===== src/rtl/sram_frame_reader_if.sv =====
// sram_frame_reader_if: bus bundle between the SRAM frame reader and its surroundings.
//  Frame handshake : frameReady, frameWords (in), busy, frameDone (out)
//  SRAM port 1     : SRADDR, SROE_N, SRWE_N (out), SRDATA (in)
//  UART handshake  : readData, txStart (out), txStatus (in)
// master = the reader block; slave = environment (writer side, SRAM, UART).
interface sram_frame_reader_if #(
  parameter int unsigned ADDR_W = 18
);
  logic              frameReady;
  logic [ADDR_W-1:0] frameWords;
  logic              busy;
  logic              frameDone;
  logic [ADDR_W-1:0] SRADDR;
  logic              SROE_N;
  logic              SRWE_N;
  logic [15:0]       SRDATA;
  logic [7:0]        readData;
  logic              txStart;
  logic              txStatus;

  modport master (
    input  frameReady, frameWords, SRDATA, txStatus,
    output busy, frameDone, SRADDR, SROE_N, SRWE_N, readData, txStart
  );

  modport slave (
    output frameReady, frameWords, SRDATA, txStatus,
    input  busy, frameDone, SRADDR, SROE_N, SRWE_N, readData, txStart
  );
endinterface


===== src/rtl/sram_frame_reader.sv =====
// sram_frame_reader: fetches a completed camera frame from SRAM word by word and hands each
// 16-bit word to the UART transmitter as two bytes over the txStart/txStatus handshake.
//  readClk   : system/UART-side clock
//  readRst_n : asynchronous active-low reset; aborts a frame in progress
//  bus       : sram_frame_reader_if.master (frame handshake, SRAM read port, UART handshake)
// Parameters: ADDR_W (word-address width), RD_WAIT (cycles from SROE_N low to SRDATA
// sample, >= 1), HI_FIRST (1: SRDATA[15:8] sent first).
// Optional feature: define FRAME_HEADER_EN to send sync bytes A5, 5A before each frame.
module sram_frame_reader #(
  parameter int unsigned ADDR_W   = 18,
  parameter int unsigned RD_WAIT  = 2,
  parameter bit          HI_FIRST = 1'b1
) (
  input logic                 readClk,
  input logic                 readRst_n,
  sram_frame_reader_if.master bus
);

  localparam int unsigned CntW = (RD_WAIT > 1) ? $clog2(RD_WAIT) : 1;

  typedef enum logic [2:0] {
    StIdle,
`ifdef FRAME_HEADER_EN
    StHdr0,
    StHdr1,
`endif
    StFetch,
    StWait,
    StSend0,
    StSend1,
    StDone
  } state_e;

  state_e            state_q, state_d;
  logic [ADDR_W-1:0] addr_q, addr_d;
  logic [ADDR_W-1:0] words_q, words_d;
  logic [CntW-1:0]   cnt_q, cnt_d;
  logic [15:0]       word_q, word_d;
  logic [7:0]        data_q, data_d;
  logic              oe_n_q, oe_n_d;
  logic              tx_q, tx_d;

  logic [7:0] byte0, byte1;
  logic       tx_ok;
  logic       last_word;

  assign byte0 = HI_FIRST ? word_q[15:8] : word_q[7:0];
  assign byte1 = HI_FIRST ? word_q[7:0]  : word_q[15:8];
  // txStatus still shows the old idle level during our own txStart cycle, so ignore it then.
  assign tx_ok = !tx_q && !bus.txStatus;
  assign last_word = (addr_q == (words_q - ADDR_W'(1)));

  always_comb begin
    state_d = state_q;
    addr_d  = addr_q;
    words_d = words_q;
    cnt_d   = cnt_q;
    word_d  = word_q;
    data_d  = data_q;
    oe_n_d  = oe_n_q;
    tx_d    = 1'b0;
    case (state_q)
      StIdle: begin
        if (bus.frameReady) begin
          words_d = bus.frameWords;
          addr_d  = '0;
`ifdef FRAME_HEADER_EN
          state_d = StHdr0;
`else
          state_d = (bus.frameWords == '0) ? StDone : StFetch;
`endif
        end
      end
`ifdef FRAME_HEADER_EN
      StHdr0: begin
        if (tx_ok) begin
          tx_d    = 1'b1;
          data_d  = 8'hA5;
          state_d = StHdr1;
        end
      end
      StHdr1: begin
        if (tx_ok) begin
          tx_d    = 1'b1;
          data_d  = 8'h5A;
          state_d = (words_q == '0) ? StDone : StFetch;
        end
      end
`endif
      StFetch: begin
        oe_n_d  = 1'b0;
        cnt_d   = '0;
        state_d = StWait;
      end
      StWait: begin
        if (cnt_q == CntW'(RD_WAIT - 1)) begin
          word_d  = bus.SRDATA;
          oe_n_d  = 1'b1;
          state_d = StSend0;
        end else begin
          cnt_d = cnt_q + 1'b1;
        end
      end
      StSend0: begin
        if (tx_ok) begin
          tx_d    = 1'b1;
          data_d  = byte0;
          state_d = StSend1;
        end
      end
      StSend1: begin
        if (tx_ok) begin
          tx_d   = 1'b1;
          data_d = byte1;
          if (last_word) begin
            addr_d  = '0;
            state_d = StDone;
          end else begin
            addr_d  = addr_q + 1'b1;
            state_d = StFetch;
          end
        end
      end
      StDone: begin
        addr_d = '0;
        // Hold off until the final txStart has been seen so frameDone follows the last byte.
        if (!tx_q) state_d = StIdle;
      end
      default: state_d = StIdle;
    endcase
  end

  always_ff @(posedge readClk or negedge readRst_n) begin
    if (!readRst_n) begin
      state_q <= StIdle;
      addr_q  <= '0;
      words_q <= '0;
      cnt_q   <= '0;
      word_q  <= '0;
      data_q  <= '0;
      oe_n_q  <= 1'b1;
      tx_q    <= 1'b0;
    end else begin
      state_q <= state_d;
      addr_q  <= addr_d;
      words_q <= words_d;
      cnt_q   <= cnt_d;
      word_q  <= word_d;
      data_q  <= data_d;
      oe_n_q  <= oe_n_d;
      tx_q    <= tx_d;
    end
  end

  assign bus.SRADDR    = addr_q;
  assign bus.SROE_N    = oe_n_q;
  assign bus.SRWE_N    = 1'b1;
  assign bus.readData  = data_q;
  assign bus.txStart   = tx_q;
  assign bus.frameDone = (state_q == StDone) && !tx_q;
  assign bus.busy      = (state_q != StIdle) && !bus.frameDone;

endmodule


===== src/flat_wrapper.sv =====
// flat-port wrapper written by rule: the top's interface ports become plain ports
module sram_frame_reader_flat 
#(
  parameter int unsigned ADDR_W   = 18,
  parameter int unsigned RD_WAIT  = 2,
  parameter bit          HI_FIRST = 1'b1
)
  (readClk, readRst_n, bus_frameReady, bus_frameWords, bus_SRDATA, bus_txStatus, bus_busy, bus_frameDone, bus_SRADDR, bus_SROE_N, bus_SRWE_N, bus_readData, bus_txStart);
  sram_frame_reader_if #(.ADDR_W(ADDR_W)) bus_i ();
  input logic readClk;
  input logic readRst_n;
  input wire logic [$bits(bus_i.frameReady)-1:0] bus_frameReady;
  input wire logic [$bits(bus_i.frameWords)-1:0] bus_frameWords;
  input wire logic [$bits(bus_i.SRDATA)-1:0] bus_SRDATA;
  input wire logic [$bits(bus_i.txStatus)-1:0] bus_txStatus;
  output wire logic [$bits(bus_i.busy)-1:0] bus_busy;
  output wire logic [$bits(bus_i.frameDone)-1:0] bus_frameDone;
  output wire logic [$bits(bus_i.SRADDR)-1:0] bus_SRADDR;
  output wire logic [$bits(bus_i.SROE_N)-1:0] bus_SROE_N;
  output wire logic [$bits(bus_i.SRWE_N)-1:0] bus_SRWE_N;
  output wire logic [$bits(bus_i.readData)-1:0] bus_readData;
  output wire logic [$bits(bus_i.txStart)-1:0] bus_txStart;
  assign bus_i.frameReady = bus_frameReady;
  assign bus_i.frameWords = bus_frameWords;
  assign bus_i.SRDATA = bus_SRDATA;
  assign bus_i.txStatus = bus_txStatus;
  assign bus_busy = bus_i.busy;
  assign bus_frameDone = bus_i.frameDone;
  assign bus_SRADDR = bus_i.SRADDR;
  assign bus_SROE_N = bus_i.SROE_N;
  assign bus_SRWE_N = bus_i.SRWE_N;
  assign bus_readData = bus_i.readData;
  assign bus_txStart = bus_i.txStart;
  sram_frame_reader #(.ADDR_W(ADDR_W), .RD_WAIT(RD_WAIT), .HI_FIRST(HI_FIRST)) u_core (.readClk(readClk), .readRst_n(readRst_n), .bus(bus_i));
endmodule

===== config.mk =====
export PLATFORM = sky130hd
export DESIGN_NAME = sram_frame_reader_flat
export DESIGN_NICKNAME = d
export VERILOG_FILES = /design/src/rtl/sram_frame_reader_if.sv /design/src/rtl/sram_frame_reader.sv /design/src/flat_wrapper.sv
export SDC_FILE = /design/constraint.sdc
export NUM_CORES = 1
export LEC_CHECK = 0
export ABC_AREA = 1
export CAP_MARGIN = 20
export CORE_AREA = 4 4 94 96
export CTS_BUF_LIST = sky130_fd_sc_hd__clkbuf_4
export DETAILED_ROUTE_END_ITERATION = 7
export DIE_AREA = 0 0 98 100
export PLACE_DENSITY_LB_ADDON = 0.15
export RECOVER_POWER = 25
export SETUP_SLACK_MARGIN = 0.1
export SLEW_MARGIN = 10
export SYNTH_ARGS = -nofsm -noshare
export SYNTH_HDL_FRONTEND = slang
export SYNTH_SLANG_ARGS = --single-unit

===== constraint.sdc =====
create_clock -name readClk -period 3.7 [get_ports readClk]
set_clock_uncertainty 0.1 [all_clocks]
set_input_delay 0.74 -clock readClk [delete_from_list [all_inputs] [get_ports readClk]]
set_output_delay 0.74 -clock readClk [all_outputs]
set_load 0.02 [all_outputs]

# [Word-level counts from Yosys, hierarchy flattened]
# Cells that the tools add are included.
# Widths: inputs -> output; s select.
[op_classes] bitwise=0 magnitude_cmp=0 n_mul=0 shifts=0 n_eq_ne=11 n_mux=21 addsub=3 reduce_logical=19 div_mod_pow=0
[ops] operator="$mux 18" count=3
[ops] operator="$pmux 18 s3" count=1
[ops] operator="$mux 3" count=7
[ops] operator="$add 18x1->18 const B" count=1
[ops] operator="$eq 18x18->1" count=1
[ops] operator="$logic_not 18->1" count=1
[ops] operator="$pmux 3 s6" count=1
[ops] operator="$sub 18x1->18 const B" count=1
[ops] operator="$mux 8" count=2
[ops] operator="$pmux 8 s2" count=1
[ops] operator="$eq 3x2->1 const B" count=2
[ops] operator="$eq 3x3->1 const B" count=2
[ops] operator="$ne 2x1->1 const B" count=3
[ops] operator="$reduce_and 2->1" count=3
[ops] operator="$reduce_and 3->1" count=2
[ops] operator="$reduce_bool 3->1" count=2
[ops] operator="$reduce_and 5->1" count=1
[ops] operator="$mux 1" count=4
[ops] operator="$ne 2x2->1 const B" count=2
[ops] operator="$pmux 1 s2" count=2
[ops] operator="$reduce_bool 2->1" count=2
[ops] operator="$eq 3x1->1 const B" count=1
[ops] operator="$logic_and 1x1->1" count=3
[ops] operator="$logic_not 1->1" count=3
[ops] operator="3 further kinds" count=3
[word_totals] ram_bits=0 rom_bits=0 output_inout_bits=31 latchBits=0 input_bits=38 memories=0 register_bits=66 elab_cells=62

# [Longest topological paths before layout]
[depth] depth_word=5 ltp_mapped=15 mapped_depth_nobuf=15

# [Worst setup path before layout]
# No wires, ideal clock.
[synth_path] path_type="register to output" startpoint="reg u_core.tx_q (netlist: u_core.bus.txStart)" endpoint="out bus_busy" path_stages_with_launch=3 setup_slack_ps=1321 path_buffers=0 t_arrival_ps=1539 t_required_ps=2860 cell_sequence="dfrtp_1 -> nor4_1 -> nor2_1"
[synth_via] elab_chain_len=4
[synth_lines] item="start, declared" line="sram_frame_reader.sv:41" text="logic tx_q, tx_d;"
[synth_lines] item="start signal, assigned" line="sram_frame_reader.sv:151" text="tx_q <= tx_d;"
[synth_lines] item="$logic_not 1->1"
[synth_lines] item="$logic_and 1x1->1" line="sram_frame_reader.sv:160" text="assign bus.frameDone = (state_q == StDone) && !tx_q;"
[synth_lines] item="net bus_frameDone" line="flat_wrapper.sv:17" text="output wire logic [$bits(bus_i.frameDone)-1:0] bus_frameDone;"
[synth_lines] item="$logic_not 1->1" line="sram_frame_reader.sv:161" text="assign bus.busy = (state_q != StIdle) && !bus.frameDone;"
[synth_lines] item="$logic_and 1x1->1" line="sram_frame_reader.sv:161"
[synth_lines] item="end, declared" line="flat_wrapper.sv:16" text="output wire logic [$bits(bus_i.busy)-1:0] bus_busy;"
# The timed path passes the listed nets, and every way through them passes these cells.

# [Final worst setup path]
[layout_path] startpoint="reg u_core.state_q[0]" endpoint="out bus_frameDone"
[layout_via] elab_chain_len=2
[layout_lines] item="start, declared" line="sram_frame_reader.sv:34" text="state_e state_q, state_d;"
[layout_lines] item="start signal, assigned" line="sram_frame_reader.sv:135" text="state_q <= StIdle;"
[layout_lines] item="start signal, assigned" line="sram_frame_reader.sv:144" text="state_q <= state_d;"
[layout_lines] item="$eq 3x3->1" line="sram_frame_reader.sv:160"
[layout_lines] item="$logic_and 1x1->1" line="sram_frame_reader.sv:160"
[layout_lines] item="end, declared" line="flat_wrapper.sv:17"
# No other way between the ends.

==> flow_metrics.tcl <==
set metrics [dict create \
    finalSetupViolCount 0 \
    start_util_pct 49.08 \
    drtPass1Iterations 4 \
    crit_path_max_fanout 5 \
    grt_pass1_wl_mm 16.03 \
    synth_compound_area_share_pct 9.816 \
    io_buffers 67 \
    final_cell_mix "nand2_1, clkdlybuf4s50_1, dfrtp_1" \
    cts_tree "built" \
    worstPathRequired_ns 2.86 \
    synth_cell_types 46 \
    cts_resized 0 \
    grt_overflow 0 \
    synth_top_family_by_area "simple AND/OR/NAND/NOR gates" \
    ys.flop_type "dfrtp_1" \
    synth_edf_count 0 \
    ys_warn_count 0 \
    htree_levels 3 \
    insertion_delay_ns 0.44 \
    syn_nets 516 \
    crit_path_start_kind "flop" \
    min_period_ns 2.971 \
    crit_slowest_cell "clkdlybuf4s50_1" \
    grt_pass1_vias 3388 \
    tightest_slew_ns 1.400 \
    drive_above_1_share_pct 15.97 \
    root_buffer "clkbuf_4" \
    path_cells "inv_1 > nor4_1 > clkdlybuf4s50_1" \
    post-route-period-util_pct 80.30 \
    fin_nets 586 \
    gp_congestion 0.8405 \
    end_kind "primary output" \
    hold_violations 0 \
    power_density_mw_per_mm2 639.2 \
    ys_ff_latch 66 \
    fin_setup_tns_ns 0 \
    fp.dieW_um 98 \
    io-pin-count 69 \
    avgRoutedWirePerCell_um 14.25 \
    ys_seq_area_share_pct 41.83 \
    status "finished, final reports clean" \
    wirelength_mm 9.351 \
    hpwl_mm 7.065 \
    synthCells 476 \
    ys_async_sr_fraction_pct 100.0 \
    diodes 0 \
    drc 0 \
    drtIter0Drc 144 \
    postRouteAntennaNets 0 \
    cts_num_sinks 66 \
    post_dp_cell_area_mm2 0.004683 \
    grt_util_all_layers_pct 20.43 \
    hold_path_class "input port to asynchronous set/reset pin" \
    synthMuxAreaShare_pct 5.130 \
    vdd_drop_max_uv 415.5 \
    dieArea_mm2 0.009800 \
    path_clk_slew_ns 0.12 \
    post-cts-setup-buffers 0 \
    ctsHoldBuffers 0 \
    drv_slew 0 \
    vias_per_cell 5.162 \
    clockBufferDepth 2 \
    rsz0062_at_grt "no" \
    antenna_found_initial 0 \
    netlist_area_mm2 0.003951 \
    critPathKind "flop to primary output" \
    syn2layout_area_growth_pct 21.37 \
    num_vias 3386 \
    row_count 33 \
    critPathArrivalTime_ns 2.13 \
    final_common_cell "nand2_1" \
    relSlewSlack_pct 6.647 \
    fmax_mhz 336.6 \
    synthAdderAreaFrac_pct 0.6333 \
    grt_max_degree 32 \
    nFillCells 749 \
    die_y_um 100 \
    synthSimpleGateAreaFrac_pct 30.49 \
    p_leak_nw 2.156 \
    avgSynthCellArea_um2 8.301 \
    cts_buffers 9 \
    synth_xor_area_share_pct 4.655 \
    coreArea_mm2 0.008051 \
    slowest_delay_ns 0.70 \
    max_cap_viol_count 0 \
    design_area_mm2 0.004796 \
]
-- path summary, 6_finish.rpt --
check	startpoint	cells after the start	end	slack, ns
setup reg to reg	u_core.words_q[0]	13	u_core.bus.SRADDR[0]	1.37
hold reg to reg	u_core.bus.SROE_N	2	u_core.bus.SROE_N	0.38
hold / removal	readRst_n	1	u_core.bus.SRADDR[4]	0.38
min in group readClk	u_core.bus.SROE_N	2	u_core.bus.SROE_N	0.38
setup / recovery	u_core.state_q[0]	3	bus_frameDone	0.73
max in group asynchronous	readRst_n	2	u_core.words_q[10]	1.28
-- power breakdown --
| part | internal, mW | leakage, nW | switching (mW) |
|---|---|---|---|
| Combinational | 0.599 | 1.28 | 0.801 |
| Clock | 0.142 | 0.0589 | 0.299 |
| Sequential | 0.984 | 0.815 | 0.241 |
-- flip-flops by register name (all words and copies together), names as in the netlist --
register and flops:
u_core.bus.SROE_N 1, u_core.bus.readData 8, u_core.word_q 16, u_core.words_q 18
u_core.cnt_q 1, u_core.bus.SRADDR 18, u_core.bus.txStart 1, u_core.state_q 3
-- cells in the mapped netlist, types with 5 or more instances --
| library cell | number | share of area, % |
|---|---|---|
| a31oi_1 | 8 | 1.3 |
| o21ai_0 | 17 | 2.2 |
| nand2_1 | 127 | 12 |
| nor2_1 | 40 | 3.8 |
| mux2_2 | 18 | 5.1 |
| inv_2 | 7 | 0.67 |
| xor2_1 | 12 | 2.7 |
| nand3_1 | 27 | 3.4 |
| inv_1 | 49 | 4.7 |
| a21oi_1 | 5 | 0.63 |
| xnor2_1 | 9 | 2.0 |
| nor2_4 | 5 | 1.4 |
| o21ai_2 | 10 | 2.2 |
| dfrtp_1 | 65 | 41 |
| nand4_1 | 8 | 1.3 |
| nor2_2 | 11 | 1.7 |
-- logic make-up after synthesis --
kind of cell,count (synthesis)
mux,18
xor+xnor,21
other cells,1
buf+inv,66
simple gates,247
compound gates,55
fa+ha+maj,2
flops,66
-- worst max-delay path, delay by kind of cell (launching register included) --
kind | cells | cell delay [ns]
buf+inv | 2 | 0.84
simple gates | 1 | 0.41
flops | 1 | 0.45
-- area by class of cell --
type	instances	area (um2)	share of cell area, %
sequential	66	1653	34.46
tap	105	131.4	2.739
inverter	56	210.2	4.383
clock inverter	7	53.80	1.122
multi-input combinational	344	2008	41.87
timing repair buffer	69	671.9	14.01
clock buffer	9	67.56	1.409
-- metrics by stage --
step	util (%)	std cells	power [mW]	setup slack, ns	hold slack [ns]
floorplan	-	476	2.247	1.321	0.3444
global placement	58.17	640	2.615	1.193	0.3638
detailed placement	58.17	640	2.645	1.139	0.3671
CTS	59.67	656	3.104	0.6954	0.1262
global route	59.56	656	3.337	0.5881	0.4127
finish	59.56	656	3.065	0.7288	0.3805
-- per-layer routing --
layer	wire length, um	vias up	share of wire (%)	GRT usage, %
met3	453	14	4.8	5.698
met1	4225	1631	45	26.42
met4	163	0	1.7	6.177
met2	4509	70	48	33.56
met5	0	-	0	0
li1	-	1671	-	-
Power figures use the tool's default switching activity.
==> variant 1, RTL diff (same settings) <==
`ADDR_W` is set to 18 in 3 places; all go to 14.
--- a/src/rtl/sram_frame_reader_if.sv
+++ b/src/rtl/sram_frame_reader_if.sv
@@ -6,3 +6,3 @@
 interface sram_frame_reader_if #(
-  parameter int unsigned ADDR_W = 18
+  parameter int unsigned ADDR_W = 14
 );
--- a/src/rtl/sram_frame_reader.sv
+++ b/src/rtl/sram_frame_reader.sv
@@ -9,3 +9,3 @@
 module sram_frame_reader #(
-  parameter int unsigned ADDR_W   = 18,
+  parameter int unsigned ADDR_W   = 14,
   parameter int unsigned RD_WAIT  = 2,
--- a/src/flat_wrapper.sv
+++ b/src/flat_wrapper.sv
@@ -3,3 +3,3 @@
 #(
-  parameter int unsigned ADDR_W   = 18,
+  parameter int unsigned ADDR_W   = 14,
   parameter int unsigned RD_WAIT  = 2,
Ports: changed (resized bus_SRADDR and bus_frameWords); port bits go from 69 to 61. No check against the original RTL was run, so the function may have changed too.
==> variant 1 against the original RTL <==
Setup slack better by 0.18 ns; count of clock-buffer cells in the layout unchanged; area after synthesis down 14%; the run now ends with capacitance limit, slew limit left; routed wire length down 16%; sequential cell count fell by 8; highest routed layer unchanged; power is 11% lower; worst hold slack gained 0.019 ns; final area fell by 12%; critical endpoint unchanged.
==> variant 1: results (changes against the original RTL) <==
pg_comb_uw: 1180  # -16%
syn-num-nets: 472  # -8.5%
worstPathArrival_ns: 1.95  # -0.18 ns
fill_cells: 768  # +2.5%
crit_start: "u_core.state_q[2]$_DFFE_PN0P_"
cts_resized: 0  # unchanged
syn_to_final_growth_pct: 23.4
final_layout_size_suffix_gt1_share_pct: 12.9  # -3.1 points
r2r-start: "u_core.state_q[1]$_DFFE_PN0P_"
reg2reg_slack_ns: 1.30  # -0.07 ns
drv_slew: 39  # +39
switching_share_pct: 41.1  # -2.6 points
holdWs_ns: 0.400  # +0.0192 ns
cap_violations: 1  # +1
num_antenna_cells: 0  # unchanged
critPathMaxStageDelay_ns: 0.68  # -0.02 ns
clk_latency_ns: 0.41  # -0.03 ns
synth_area_leaders: "dfrtp_1, nand2_1, mux2_2, nor2_1, inv_1"
port-buffer-count: 59  # -12%
p_clk_share_pct: 17.4  # +3.0 points
hp-class: "register to register"
hpwl_um: 5960  # -16%
timing.rr.end: "u_core.state_q[0]$_DFFE_PN0P_"
status: "complete, but fails checks"
grtUsageTotal_pct: 17.0  # -3.4 points
violations: "capacitance limit, slew limit"
synth.distinct_cells: 41  # -11%
grt_max_degree: 39  # +22%
grt_pass1_vias: 2967  # -12%
finalNetCount: 529  # -9.7%
drt_iter0_drc: 67  # -53%
ys_seq_area_share_pct: 42.6  # +0.74 points
wl_per_cell_um: 13.1  # -8.3%
## variant 1: cell types whose count changed in the layout (fill, tap and decap cells not counted), moves of 5 or more
cell             before  now
a21oi_1               5   12
clkdlybuf4s50_1      66   58
dfrtp_1              65   57
inv_1                49   42
inv_2                 7    2
nand2_1             127  117
nand3_2               1    7
nor2_1               40   53
o21ai_0              17   11
o21ai_2              10    0
## variant 1: worst reg2reg max path, cell delays in order, from the launching register on
cell and delay (ns):
dfrtp_1 0.45, nor2_1 0.16, nand2_1 0.30, inv_1 0.51, o21ai_0 0.17, and3_1 0.17, o21ai_1 0.16, inv_1 0.11
o21ai_0 0.09, o21ai_1 0.08
## variant 1: cell type report
class | instances | area share [%]
clock inverters | 7 | 1.87
inverters | 45 | 4.01
repair buffers | 61 | 14.2
well taps | 105 | 3.12
clock buffers | 9 | 1.60
multi-input cells | 318 | 40.7
flip-flops and latches | 58 | 34.5
## variant 1: cells by family (layout without fill, tap and decap cells)
| family | count (synthesis) | count (layout) | share of synthesized area [%] |
|---|---|---|---|
| muxes | 18 | 18 | 5.94 |
| and+or+nand+nor | 240 | 240 | 32.1 |
| adders and majority gates | 2 | 2 | 0.733 |
| DFF | 58 | 58 | 42.6 |
| buffers and inverters | 60 | 122 | 7.22 |
| AOI/OAI and AO/OA | 38 | 38 | 6.42 |
| other | 1 | 1 | 0.110 |
| xor gates and xnor gates | 19 | 19 | 4.88 |
## variant 1: routing by layer
layer,up-vias,wire (um),track usage [%]
li1,1519,-,-
met1,1396,3420,20.4
met2,56,3950,30.2
met3,10,410,4.45
met4,0,100,5.11
met5,-,0,0
## variant 1: metrics by stage
stage	std cells	total power, uW
finish	603	2740
floorplan	436	1920
CTS	603	2780
global route	603	2990
global placement	587	2260
detailed placement	587	2290
==> variant 2, RTL diff (same flow settings) <==
Without the edit above. Re-encode `state_e` (6 states) as Gray code, 3 bits wide.
--- a/src/rtl/sram_frame_reader.sv
+++ b/src/rtl/sram_frame_reader.sv
@@ -21,3 +21,3 @@
   typedef enum logic [2:0] {
-    StIdle,
+    StIdle  = 3'b000,
 `ifdef FRAME_HEADER_EN
@@ -26,7 +26,7 @@
 `endif
-    StFetch,
-    StWait,
-    StSend0,
-    StSend1,
-    StDone
+    StFetch = 3'b001,
+    StWait  = 3'b011,
+    StSend0 = 3'b010,
+    StSend1 = 3'b110,
+    StDone  = 3'b111
   } state_e;
Formal check against the unedited RTL: no difference found for any inputs over 10 cycles, from zero or initial values and one cycle with readRst_n low; not proved beyond that.
==> variant 2 against the original RTL <==
Area after synthesis up 0.95%; routed wire length is 2.1% higher; power increased by 9.2%; count of clock-buffer cells in the layout unchanged; setup slack improved by 0.043 ns; sequential cell count stayed put; final area up 2.3%; synthesized cell count grew 6.5%; critical path type unchanged; largest cell class unchanged.
==> variant 2: results (changes against the original RTL) <==
status: "finished clean"
synth.distinct_cells: 44  # -4.3%
num_antenna_cells: 0  # unchanged
final_layout_size_suffix_gt1_share_pct: 14.0  # -1.9 points
gp_congestion: 0.915  # +8.9%
power_leakage_uw: 0.00222  # +2.8%
drt_iter0_drc: 201  # +40%
worstPathArrival_ns: 2.09  # -0.04 ns
finalNetCount: 619  # +5.6%
timing.rr.end: "u_core.bus.SRADDR[15]$_DFFE_PN0P_"
r2r.worst_path.cells: 13  # unchanged
hp-class: "register to register"
r2r-start: "u_core.words_q[0]$_DFFE_PN0P_"
clk_latency_ns: 0.40  # -0.04 ns
grt_pass1_vias: 3494  # +3.1%
cts_setup_buffers: 0  # unchanged
synth_area_leaders: "dfrtp_1, nand2_1, nor2_1, inv_1, mux2_2"
crit_path_max_fanout: 7  # +2
numCtsBuffers: 9  # unchanged
switching_share_pct: 42.9  # -0.88 points
grt_antenna_before_repair: 0  # unchanged
peakVddDrop_uv: 442  # +6.4%
synth.largest_area_cell: "dfrtp_1"
async_reset_ff_share_pct: 100  # unchanged
clk_path_buf_depth: 2  # unchanged
worstHoldStart: "u_core.bus.SROE_N$_DFFE_PN1P_"
syn-num-nets: 547  # +6.0%
relSlewSlack_pct: 13.9  # +7.2 points
via_per_inst: 5.07  # -1.7%
cts_resized: 0  # unchanged
cts_max_level: 3  # unchanged
grt_max_degree: 46  # +44%
fill_cells: 735  # -1.9%
wl_per_cell_um: 13.9  # -2.8%
drt-pass1-iter-count: 4  # unchanged
min_path_cells: 2
clk_pin_slew_worst_paths_ns: 0.12  # about the same
grt_pass1_wl_um: 15800  # -1.2%
yosys-top-cells-count: "nand2_1, nor2_1, dfrtp_1"
holdWs_ns: 0.378  # -0.00219 ns
hpwl_um: 7280  # +3.1%
ctsRootBufferMaster: "clkbuf_4"
yosysWarnings: 0  # unchanged
port-buffer-count: 67  # unchanged
whs_endpoint: "u_core.bus.SROE_N$_DFFE_PN1P_"
preCtsSetupSlack_ns: 1.02  # -0.123 ns
ys_seq_area_share_pct: 41.4  # -0.39 points
grtUsageTotal_pct: 20.1  # -0.36 points
reg2reg_slack_ns: 1.38
-- variant 2: cell types whose count changed after synthesis, sizes merged, moves of 5 or more --
cell	unedited run	this run
xor2	12	19
nor3	4	9
xnor2	9	4
nor2	59	86
nand3	29	16
inv	56	63
a21oi	7	13
-- variant 2: kinds of logic after synthesis --
logic type	synth area share [%]
adders and majority gates	0.627
other	0.0940
xor gates and xnor gates	5.05
DFF	41.4
buffers and inverters	7.78
and+or+nand+nor	30.3
AOI/OAI and AO/OA	9.91
muxes	4.80
-- variant 2: worst max-delay path, cell delays in order (launching register included) --
cell	delay (ns)
dfrtp_1	0.49
inv_1	0.12
nor4_1	0.40
clkdlybuf4s50_1	0.68
-- variant 2: worst max path at each step --
| stage | start | end | slack (ns) | depth (start not counted) |
|---|---|---|---|---|
| after floorplan | u_core.state_q[2]$_DFFE_PN0P_ | bus_busy | 1.29 | 3 |
| after global placement | bus_txStatus | u_core.bus.SRADDR[5]$_DFFE_PN0P_ | 1.04 | 9 |
| after detailed placement | bus_txStatus | u_core.bus.SRADDR[8]$_DFFE_PN0P_ | 1.02 | 10 |
| after CTS | u_core.state_q[2]$_DFFE_PN0P_ | bus_frameDone | 0.74 | 3 |
| after global routing | u_core.state_q[2]$_DFFE_PN0P_ | bus_frameDone | 0.59 | 3 |
| final | u_core.state_q[2]$_DFFE_PN0P_ | bus_frameDone | 0.77 | 3 |
-- variant 2: area by class of cell --
type / instances / area (um^2) / share of cell area, %
clock buffer: 9 / 67.6 / 1.38
clock inverter: 7 / 101 / 2.06
inverter: 64 / 240 / 4.89
multi-input combinational: 367 / 2020 / 41.2
sequential: 66 / 1650 / 33.7
tap: 105 / 131 / 2.68
timing repair buffer: 71 / 692 / 14.1
-- variant 2: power by group through the flow --
stage	Sequential [uW]	Combinational (uW)	Clock, uW
after floorplan	1260	1090	0
after global placement	1240	1520	0
after detailed placement	1250	1550	0
after CTS	1230	1560	590
after global routing	1280	1740	622
final	1230	1540	571
-- variant 2: per-layer routing --
metal | vias to the layer above | part of all wire [%] | global-route usage (%)
met1 | 1627 | 44 | 24.4
met5 | - | 0 | 0
li1 | 1769 | - | -
met2 | 85 | 49 | 34.9
met3 | 15 | 5.0 | 3.89
met4 | 0 | 2.1 | 8.41
-- variant 2: per-stage QoR --
step	instances	cell area, um^2
5_1_grt	689	4910
2_1_floorplan	507	3990
3_3_place_gp	673	4750
4_1_cts	689	4910
6_report	689	4910
3_5_place_dp	673	4750
